===== config.mk =====
export PLATFORM = sky130hd
export DESIGN_NAME = intra16_mode_sched_flat
export DESIGN_NICKNAME = d
export VERILOG_FILES = /design/src/rtl/intra16_mode_sched_if.sv /design/src/rtl/intra16_mode_sched.sv /design/src/flat_wrapper.sv
export SDC_FILE = /design/constraint.sdc
export NUM_CORES = 1
export LEC_CHECK = 0
export ABC_AREA = 1
export BUFFER_PORTS_ARGS = -buffer_cell sky130_fd_sc_hd__buf_2
export CELL_PAD_IN_SITES_DETAIL_PLACEMENT = 0
export CELL_PAD_IN_SITES_GLOBAL_PLACEMENT = 2
export CORE_AREA = 2 2 144 146
export DETAILED_ROUTE_END_ITERATION = 16
export DIE_AREA = 0 0 146 148
export PLACE_DENSITY = 0.86
export SLEW_MARGIN = 30
export SYNTH_ARGS = -nofsm -noshare
export SYNTH_HDL_FRONTEND = slang
export SYNTH_SLANG_ARGS = --single-unit
export TNS_END_PERCENT = 100

===== constraint.sdc =====
create_clock -name clk_i -period 10 [get_ports clk_i]
set_input_delay 1.5 -clock clk_i [delete_from_list [all_inputs] [get_ports clk_i]]
set_output_delay 1.5 -clock clk_i [all_outputs]
set_load 0.03 [all_outputs]

===== src/rtl/intra16_mode_sched_if.sv =====
// Request/response channel between the intra16 mode scheduler and the residual/SAD datapath.
// Latency: n/a (wires only).
// Backpressure: requests stall on req_ready=0; responses are always accepted.
interface intra16_mode_sched_if #(
  parameter int ROWS      = 16,
  parameter int ROW_SAD_W = 12
);
  localparam int ROW_W = $clog2(ROWS);

  logic                 req_valid;
  logic                 req_ready;
  logic [1:0]           req_mode;
  logic [ROW_W-1:0]     req_row;
  logic                 rsp_valid;
  logic [ROW_SAD_W-1:0] rsp_sad;

  // Scheduler side: issues row requests, consumes row SADs.
  modport master (
    output req_valid, req_mode, req_row,
    input  req_ready, rsp_valid, rsp_sad
  );

  // Datapath side: accepts row requests, returns row SADs in order.
  modport slave (
    input  req_valid, req_mode, req_row,
    output req_ready, rsp_valid, rsp_sad
  );
endinterface


===== src/rtl/intra16_mode_sched.sv =====
// Sequences candidate intra16x16 modes (V,H,DC,Plane) over the shared SAD datapath and picks the min-SAD mode.
// Latency: per mode ROWS + response latency cycles (latency < MAX_OUT), plus LOAD/DECIDE/DONE cycles.
// Backpressure: requests hold while req_ready=0; at most MAX_OUT outstanding; responses never stalled.
module intra16_mode_sched #(
  parameter int ROWS      = 16,
  parameter int ROW_SAD_W = 12,
  parameter int ACC_W     = 16,
  parameter int MAX_OUT   = 4
) (
  input  logic                   clk_i,
  input  logic                   reset_ni,
  input  logic                   start_i,
  input  logic                   avail_top_i,
  input  logic                   avail_left_i,
  output logic                   busy_o,
  intra16_mode_sched_if.master   dp,
  output logic                   done_o,
  output logic [1:0]             best_mode_o,
  output logic [ACC_W-1:0]       best_sad_o,
  output logic [4*ACC_W-1:0]     mode_sads_o,
  output logic [3:0]             mode_tested_o,
  output logic                   err_o
);
  localparam int RW    = $clog2(ROWS);
  localparam int CW    = $clog2(ROWS + 1);
  localparam int SUM_W = ((ACC_W > ROW_SAD_W) ? ACC_W : ROW_SAD_W) + 1;
  localparam logic [ACC_W-1:0] ACC_MAX = '1;

  typedef enum logic [2:0] {
    S_IDLE,
    S_LOAD,
    S_RUN,
    S_DECIDE,
    S_DONE
  } state_t;

  state_t                      state_q, state_d;
  logic [3:0]                  cand_q, cand_d;
  logic [1:0]                  mode_q, mode_d;
  logic [CW-1:0]               issue_cnt_q, issue_cnt_d;
  logic [CW-1:0]               rsp_cnt_q, rsp_cnt_d;
  logic [ACC_W-1:0]            acc_q, acc_d;
  logic [3:0][ACC_W-1:0]       mode_sads_q, mode_sads_d;
  logic [3:0]                  mode_tested_q, mode_tested_d;
  logic [1:0]                  best_mode_q, best_mode_d;
  logic [ACC_W-1:0]            best_sad_q, best_sad_d;
  logic                        err_q, err_d;

  logic [CW-1:0]               outstanding;
  logic                        req_vld;
  logic                        rsp_ok;
  logic                        rsp_take;
  logic [SUM_W-1:0]            sum;
  logic [ACC_W-1:0]            acc_new;
  logic [1:0]                  first_mode;
  logic                        has_next;
  logic [1:0]                  next_mode;
  logic                        min_found;
  logic [1:0]                  min_mode;
  logic [ACC_W-1:0]            min_sad;

  // Issue window, saturating accumulate, and candidate / minimum searches.
  always_comb begin
    outstanding = issue_cnt_q - rsp_cnt_q;
    req_vld     = (state_q == S_RUN) && (issue_cnt_q < CW'(ROWS)) && (outstanding < CW'(MAX_OUT));
    rsp_ok      = (state_q == S_RUN) && (outstanding != '0);
    rsp_take    = dp.rsp_valid && rsp_ok;
    sum         = SUM_W'(acc_q) + SUM_W'(dp.rsp_sad);
    if (sum > SUM_W'(ACC_MAX)) acc_new = ACC_MAX;
    else                       acc_new = sum[ACC_W-1:0];

    // Lowest candidate; DC is always a candidate so the default never sticks.
    first_mode = 2'd2;
    for (int m = 3; m >= 0; m--) begin
      if (cand_q[m]) first_mode = 2'(m);
    end

    // Lowest candidate strictly above the mode currently running.
    has_next  = 1'b0;
    next_mode = mode_q;
    for (int m = 3; m >= 0; m--) begin
      if (cand_q[m] && (m > int'(mode_q))) begin
        has_next  = 1'b1;
        next_mode = 2'(m);
      end
    end

    // Minimum over tested modes; strict compare keeps the lowest index on ties.
    min_found = 1'b0;
    min_mode  = 2'd2;
    min_sad   = mode_sads_q[2];
    for (int m = 0; m < 4; m++) begin
      if (mode_tested_q[m] && (!min_found || (mode_sads_q[m] < min_sad))) begin
        min_found = 1'b1;
        min_mode  = 2'(m);
        min_sad   = mode_sads_q[m];
      end
    end
  end

  // Next-state logic for the sequencer and all of its datapath registers.
  always_comb begin
    state_d       = state_q;
    cand_d        = cand_q;
    mode_d        = mode_q;
    issue_cnt_d   = issue_cnt_q;
    rsp_cnt_d     = rsp_cnt_q;
    acc_d         = acc_q;
    mode_sads_d   = mode_sads_q;
    mode_tested_d = mode_tested_q;
    best_mode_d   = best_mode_q;
    best_sad_d    = best_sad_q;
    err_d         = err_q | (dp.rsp_valid & ~rsp_ok);

    case (state_q)
      S_IDLE: begin
        if (start_i) begin
          cand_d        = {avail_top_i & avail_left_i, 1'b1, avail_left_i, avail_top_i};
          mode_sads_d   = '0;
          mode_tested_d = '0;
          state_d       = S_LOAD;
        end
      end
      S_LOAD: begin
        mode_d      = first_mode;
        acc_d       = '0;
        issue_cnt_d = '0;
        rsp_cnt_d   = '0;
        state_d     = S_RUN;
      end
      S_RUN: begin
        if (req_vld && dp.req_ready) issue_cnt_d = issue_cnt_q + CW'(1);
        if (rsp_take) begin
          acc_d     = acc_new;
          rsp_cnt_d = rsp_cnt_q + CW'(1);
          // Last row of this mode: commit and roll straight into the next candidate.
          if (rsp_cnt_q == CW'(ROWS - 1)) begin
            mode_sads_d[mode_q]   = acc_new;
            mode_tested_d[mode_q] = 1'b1;
            if (has_next) begin
              mode_d      = next_mode;
              acc_d       = '0;
              issue_cnt_d = '0;
              rsp_cnt_d   = '0;
            end else begin
              state_d = S_DECIDE;
            end
          end
        end
      end
      S_DECIDE: begin
        best_mode_d = min_mode;
        best_sad_d  = min_sad;
        state_d     = S_DONE;
      end
      S_DONE: begin
        state_d = S_IDLE;
      end
      default: begin
        state_d = S_IDLE;
      end
    endcase
  end

  // State and datapath registers with asynchronous active-low reset.
  always_ff @(posedge clk_i or negedge reset_ni) begin
    if (!reset_ni) begin
      state_q       <= S_IDLE;
      cand_q        <= '0;
      mode_q        <= '0;
      issue_cnt_q   <= '0;
      rsp_cnt_q     <= '0;
      acc_q         <= '0;
      mode_sads_q   <= '0;
      mode_tested_q <= '0;
      best_mode_q   <= 2'd2;
      best_sad_q    <= '0;
      err_q         <= 1'b0;
    end else begin
      state_q       <= state_d;
      cand_q        <= cand_d;
      mode_q        <= mode_d;
      issue_cnt_q   <= issue_cnt_d;
      rsp_cnt_q     <= rsp_cnt_d;
      acc_q         <= acc_d;
      mode_sads_q   <= mode_sads_d;
      mode_tested_q <= mode_tested_d;
      best_mode_q   <= best_mode_d;
      best_sad_q    <= best_sad_d;
      err_q         <= err_d;
    end
  end

  assign busy_o        = (state_q != S_IDLE);
  assign done_o        = (state_q == S_DONE);
  assign dp.req_valid  = req_vld;
  assign dp.req_mode   = mode_q;
  assign dp.req_row    = issue_cnt_q[RW-1:0];
  assign best_mode_o   = best_mode_q;
  assign best_sad_o    = best_sad_q;
  assign mode_sads_o   = mode_sads_q;
  assign mode_tested_o = mode_tested_q;
  assign err_o         = err_q;
endmodule


===== src/flat_wrapper.sv =====
// flat-port wrapper written by rule: the top's interface ports become plain ports
module intra16_mode_sched_flat 
#(
  parameter int ROWS      = 16,
  parameter int ROW_SAD_W = 12,
  parameter int ACC_W     = 16,
  parameter int MAX_OUT   = 4
)
  (clk_i, reset_ni, start_i, avail_top_i, avail_left_i, busy_o, done_o, best_mode_o, best_sad_o, mode_sads_o, mode_tested_o, err_o, dp_req_valid, dp_req_mode, dp_req_row, dp_req_ready, dp_rsp_valid, dp_rsp_sad);
  intra16_mode_sched_if #(.ROWS(ROWS), .ROW_SAD_W(ROW_SAD_W)) dp_i ();
  input  logic clk_i;
  input  logic reset_ni;
  input  logic start_i;
  input  logic avail_top_i;
  input  logic avail_left_i;
  output logic busy_o;
  output logic done_o;
  output logic [1:0] best_mode_o;
  output logic [ACC_W-1:0] best_sad_o;
  output logic [4*ACC_W-1:0] mode_sads_o;
  output logic [3:0] mode_tested_o;
  output logic err_o;
  output wire logic [$bits(dp_i.req_valid)-1:0] dp_req_valid;
  output wire logic [$bits(dp_i.req_mode)-1:0] dp_req_mode;
  output wire logic [$bits(dp_i.req_row)-1:0] dp_req_row;
  input wire logic [$bits(dp_i.req_ready)-1:0] dp_req_ready;
  input wire logic [$bits(dp_i.rsp_valid)-1:0] dp_rsp_valid;
  input wire logic [$bits(dp_i.rsp_sad)-1:0] dp_rsp_sad;
  assign dp_req_valid = dp_i.req_valid;
  assign dp_req_mode = dp_i.req_mode;
  assign dp_req_row = dp_i.req_row;
  assign dp_i.req_ready = dp_req_ready;
  assign dp_i.rsp_valid = dp_rsp_valid;
  assign dp_i.rsp_sad = dp_rsp_sad;
  intra16_mode_sched #(.ROWS(ROWS), .ROW_SAD_W(ROW_SAD_W), .ACC_W(ACC_W), .MAX_OUT(MAX_OUT)) u_core (.clk_i(clk_i), .reset_ni(reset_ni), .start_i(start_i), .avail_top_i(avail_top_i), .avail_left_i(avail_left_i), .busy_o(busy_o), .dp(dp_i), .done_o(done_o), .best_mode_o(best_mode_o), .best_sad_o(best_sad_o), .mode_sads_o(mode_sads_o), .mode_tested_o(mode_tested_o), .err_o(err_o));
endmodule

==> impl_metrics.py <==
metrics = {
    "layout": {
        "design.final.nets": 1071,
        "final_layout_size_suffix_gt1_share_pct": 17.2,
        "fillerInstances": 2140,
        "multiInputGateArea_mm2": 0.00348,
        "layout-area-overhead-vs-synth_pct": 18.8,
        "antenna_cells_inserted": 0,
        "register_area_mm2": 0.00306,
    },
    "critical_path": {
        "worstSetupStartpoint": "u_core.mode_tested_o[0]",
        "worst-endpoint-required_ns": 10.36,
        "cp_data_arrival_time_ns": 6.47,
        "critical_path_peak_fanout": 35,
        "cpMaxStageDelayCell": "dfrtp_2",
        "worstSetupPathType": "register to register",
        "critPathMostFrequentCell": "nand2_1",
        "critical-path-max-stage-delay_ns": 0.71,
        "critical_path.endpoint_type": "register",
        "r2r-start": "u_core.mode_tested_o[0]",
        "crit_path_start_kind": "register",
    },
    "floorplan": {
        "placeableCoreArea_mm2": 0.0200,
        "pin_count": 115,
        "floorplan.die_area_mm2": 0.0216,
        "core_rows": 52,
        "fp.dieW_um": 146,
        "die-height_um": 148,
        "initial_core_util_pct": 35.6,
    },
    "sta": {
        "worst_clock_skew_ns": 0.0170,
        "report.final.slew_viol_count": 0,
        "finalCritPeriodShare_pct": 61.1,
        "max_slew_margin_pct": 42.8,
        "max_freq_mhz": 164,
        "finalWorstPathRequiredPeriod_ns": 6.11,
        "worst-slew-pin-transition_ns": 0.856,
        "grt_setup_unrepaired": "false",
        "finalSetupTns_ns": 0,
        "final_hold_viol_count": 0,
        "final-setup-viol-count": 0,
    },
    "global_routing": {
        "grt_overflow": 0,
        "grt_pass1_vias": 6316,
        "grt_use_total_pct": 20.3,
        "pin_count_of_the_biggest_net_entering_global_routing": 63,
        "grt_pass1_wl_um": 33800,
        "antenna_violations_before_repair": 0,
    },
    "placed_design": {
        "placement.io_buffers": 114,
        "final_estimated_routing_congestion_in_global_placement": 0.849,
        "detailedPlacementHpwl_um": 16300,
    },
    "cts": {
        "tritoncts": "yes",
        "cts_setup_buffers": 0,
        "tritoncts_num_sinks": 122,
        "cts_buffer_depth": 2,
        "clkLatencyLatePin_ns": 0.43,
        "clock_tree.htree_level_count": 4,
        "cts_resized": 0,
        "clkSlewWorstSetupHoldPaths_ns": 0.06,
        "numCtsBuffers": 17,
        "clock-root-buffer": "clkbuf_16",
        "cts-hold-fix-buffers": 0,
    },
    "yosys": {
        "ys_ff_latch": 122,
        "sequential_fraction_of_the_synthesis_area_pct": 42.8,
        "syn-instance-count": 885,
        "netlist-cell-type-count": 40,
        "synth_area_mm2": 0.00713,
        "synthTopCellsByArea": "dfrtp_1, ha_1, nand2_1",
        "synthesis.yosys.warnings": 0,
        "synth.avg_cell_area_um2": 8.06,
        "synth_top_area_cell": "dfrtp_1",
        "syn-num-nets": 968,
        "async_sr_flop_fraction_pct": 100,
        "synth-edff-count": 0,
        "synth-main-ff-cell": "dfrtp_1",
        "synth.top_cell.area_share_pct": 42.4,
    },
    "pwr": {
        "totalPowerFinal_mw": 3.08,
        "power_density_mw_per_mm2": 364,
        "vdd_ir_drop_max_uv": 152,
        "power.leakage_nw": 4.48,
    },
    "routing": {
        "viasPerCell": 4.97,
        "postRouteAntennaNets": 0,
        "total_detailed_routing_wirelength_um": 21200,
        "detail_route.drc_violations": 0,
        "first_iter_violations": 385,
        "drt-pass1-iter-count": 4,
        "detail_route.wl_per_cell_um": 16.7,
        "vias": 6301,
    },
    "worst_hold_path": {
        "hold_path_class": "register to register",
        "startpoint_of_the_worst_hold_path": "u_core.err_o",
    },
    "outcome": {
        "status": "complete, no violations",
    },
    "job": {
        "max_cap_violations": 0,
    },
}
## logic make-up after synthesis
kind of cell             count (synthesis)  share of synthesized area, %
buffers and inverters                  149                          8.47
AND/OR/NAND/NOR                        325                          19.2
adder cells (fa/ha/maj)                 64                          11.3
flip-flops                             122                          42.8
XOR/XNOR                                 4                         0.491
AO/OA/AOI/OAI                          221                          17.7
## final timing paths
check / to / cells after the start / slack [ns]
max in group asynchronous: u_core.mode_tested_o[0] / 2 / 7.45
worst max register to register: u_core.best_sad_o[3] / 32 / 3.89
min in group asynchronous: u_core.mode_sads_o[9] / 1 / 1.15
worst min-delay path: u_core.err_o / 1 / 0.46
worst min register to register: u_core.err_o / 1 / 0.46
worst max-delay path: u_core.best_sad_o[3] / 32 / 3.89
## power breakdown
| part | total [mW] | internal, mW | switching, mW |
|---|---|---|---|
| sequential | 0.813 | 0.642 | 0.170 |
| clock | 0.603 | 0.380 | 0.223 |
| combinational | 1.67 | 0.529 | 1.14 |
## critical path: cells and delay by family (launching register included)
kind	cells	cell delay, ns
AO/OA/AOI/OAI	10	2.33
AND/OR/NAND/NOR	19	2.03
adder cells (fa/ha/maj)	3	0.96
flip-flops	1	0.71
## placed cells by master (no fill, tap or decap), types with 12 or more instances in the layout
master / netlist / layout
inv_1: 112 / 112
a21oi_1: 50 / 50
o21ai_0: 74 / 74
nor2_1: 36 / 35
or2_2: 12 / 12
clkbuf_16: 0 / 17
ha_1: 63 / 63
dfrtp_1: 121 / 120
nand3_1: 52 / 52
o22ai_1: 72 / 72
nand2_1: 205 / 205
buf_2: 10 / 113
## cell type report
type | instances | area share, %
repair buffers | 117 | 7.03
flip-flops and latches | 122 | 36.1
clock buffers | 21 | 5.55
well taps | 270 | 3.99
multi-input cells | 614 | 41.1
inverters | 116 | 5.17
clock inverters | 9 | 1.15
## state kept, by name (all words and copies together) (netlist names)
register,count
u_core.acc_q,16
u_core.best_mode_o,2
u_core.best_sad_o,16
u_core.cand_q,4
u_core.dp.req_mode,2
u_core.err_o,1
u_core.issue_cnt_q,5
u_core.mode_sads_o,64
u_core.mode_tested_o,4
u_core.rsp_cnt_q,5
u_core.state_q,3
## cells in the mapped netlist, types with 2 or more instances
cell type,count
or2_2,12
nand4_1,4
a31oi_1,3
o21bai_1,6
inv_1,112
buf_2,10
nand3_1,52
xor2_1,3
a211oi_1,5
nand2_4,2
dfrtp_1,121
o21ai_0,74
o21ai_1,2
clkinv_1,2
buf_4,6
clkbuf_1,15
a21o_1,2
nand2_2,5
a21oi_1,50
nor2_1,36
o221a_2,2
nor3_1,6
o22ai_1,72
nand2_1,205
ha_1,63
## stage by stage
stage / hold WS (ns) / instances / cell area (µm²) / setup WS [ns] / utilization, %
2_1_floorplan: 0.448 / 885 / 7130 / 4.83 / -
3_3_place_gp: 0.437 / 1239 / 7900 / 3.48 / 39.4
3_5_place_dp: 0.441 / 1239 / 7900 / 3.48 / 39.4
4_1_cts: 0.456 / 1269 / 8470 / 3.43 / 42.3
5_1_grt: 0.487 / 1269 / 8470 / 3.11 / 42.3
6_report: 0.456 / 1269 / 8470 / 3.89 / 42.3
## routing by layer
metal / wire length, µm / vias up / global-route usage (%)
met1: 9530 / 2944 / 25.1
met4: 455 / 0 / 6.70
met5: 0 / - / 0
met2: 10400 / 125 / 35.1
met3: 862 / 30 / 4.75
li1: - / 3202 / -
(Power assumes the default switching activity.)
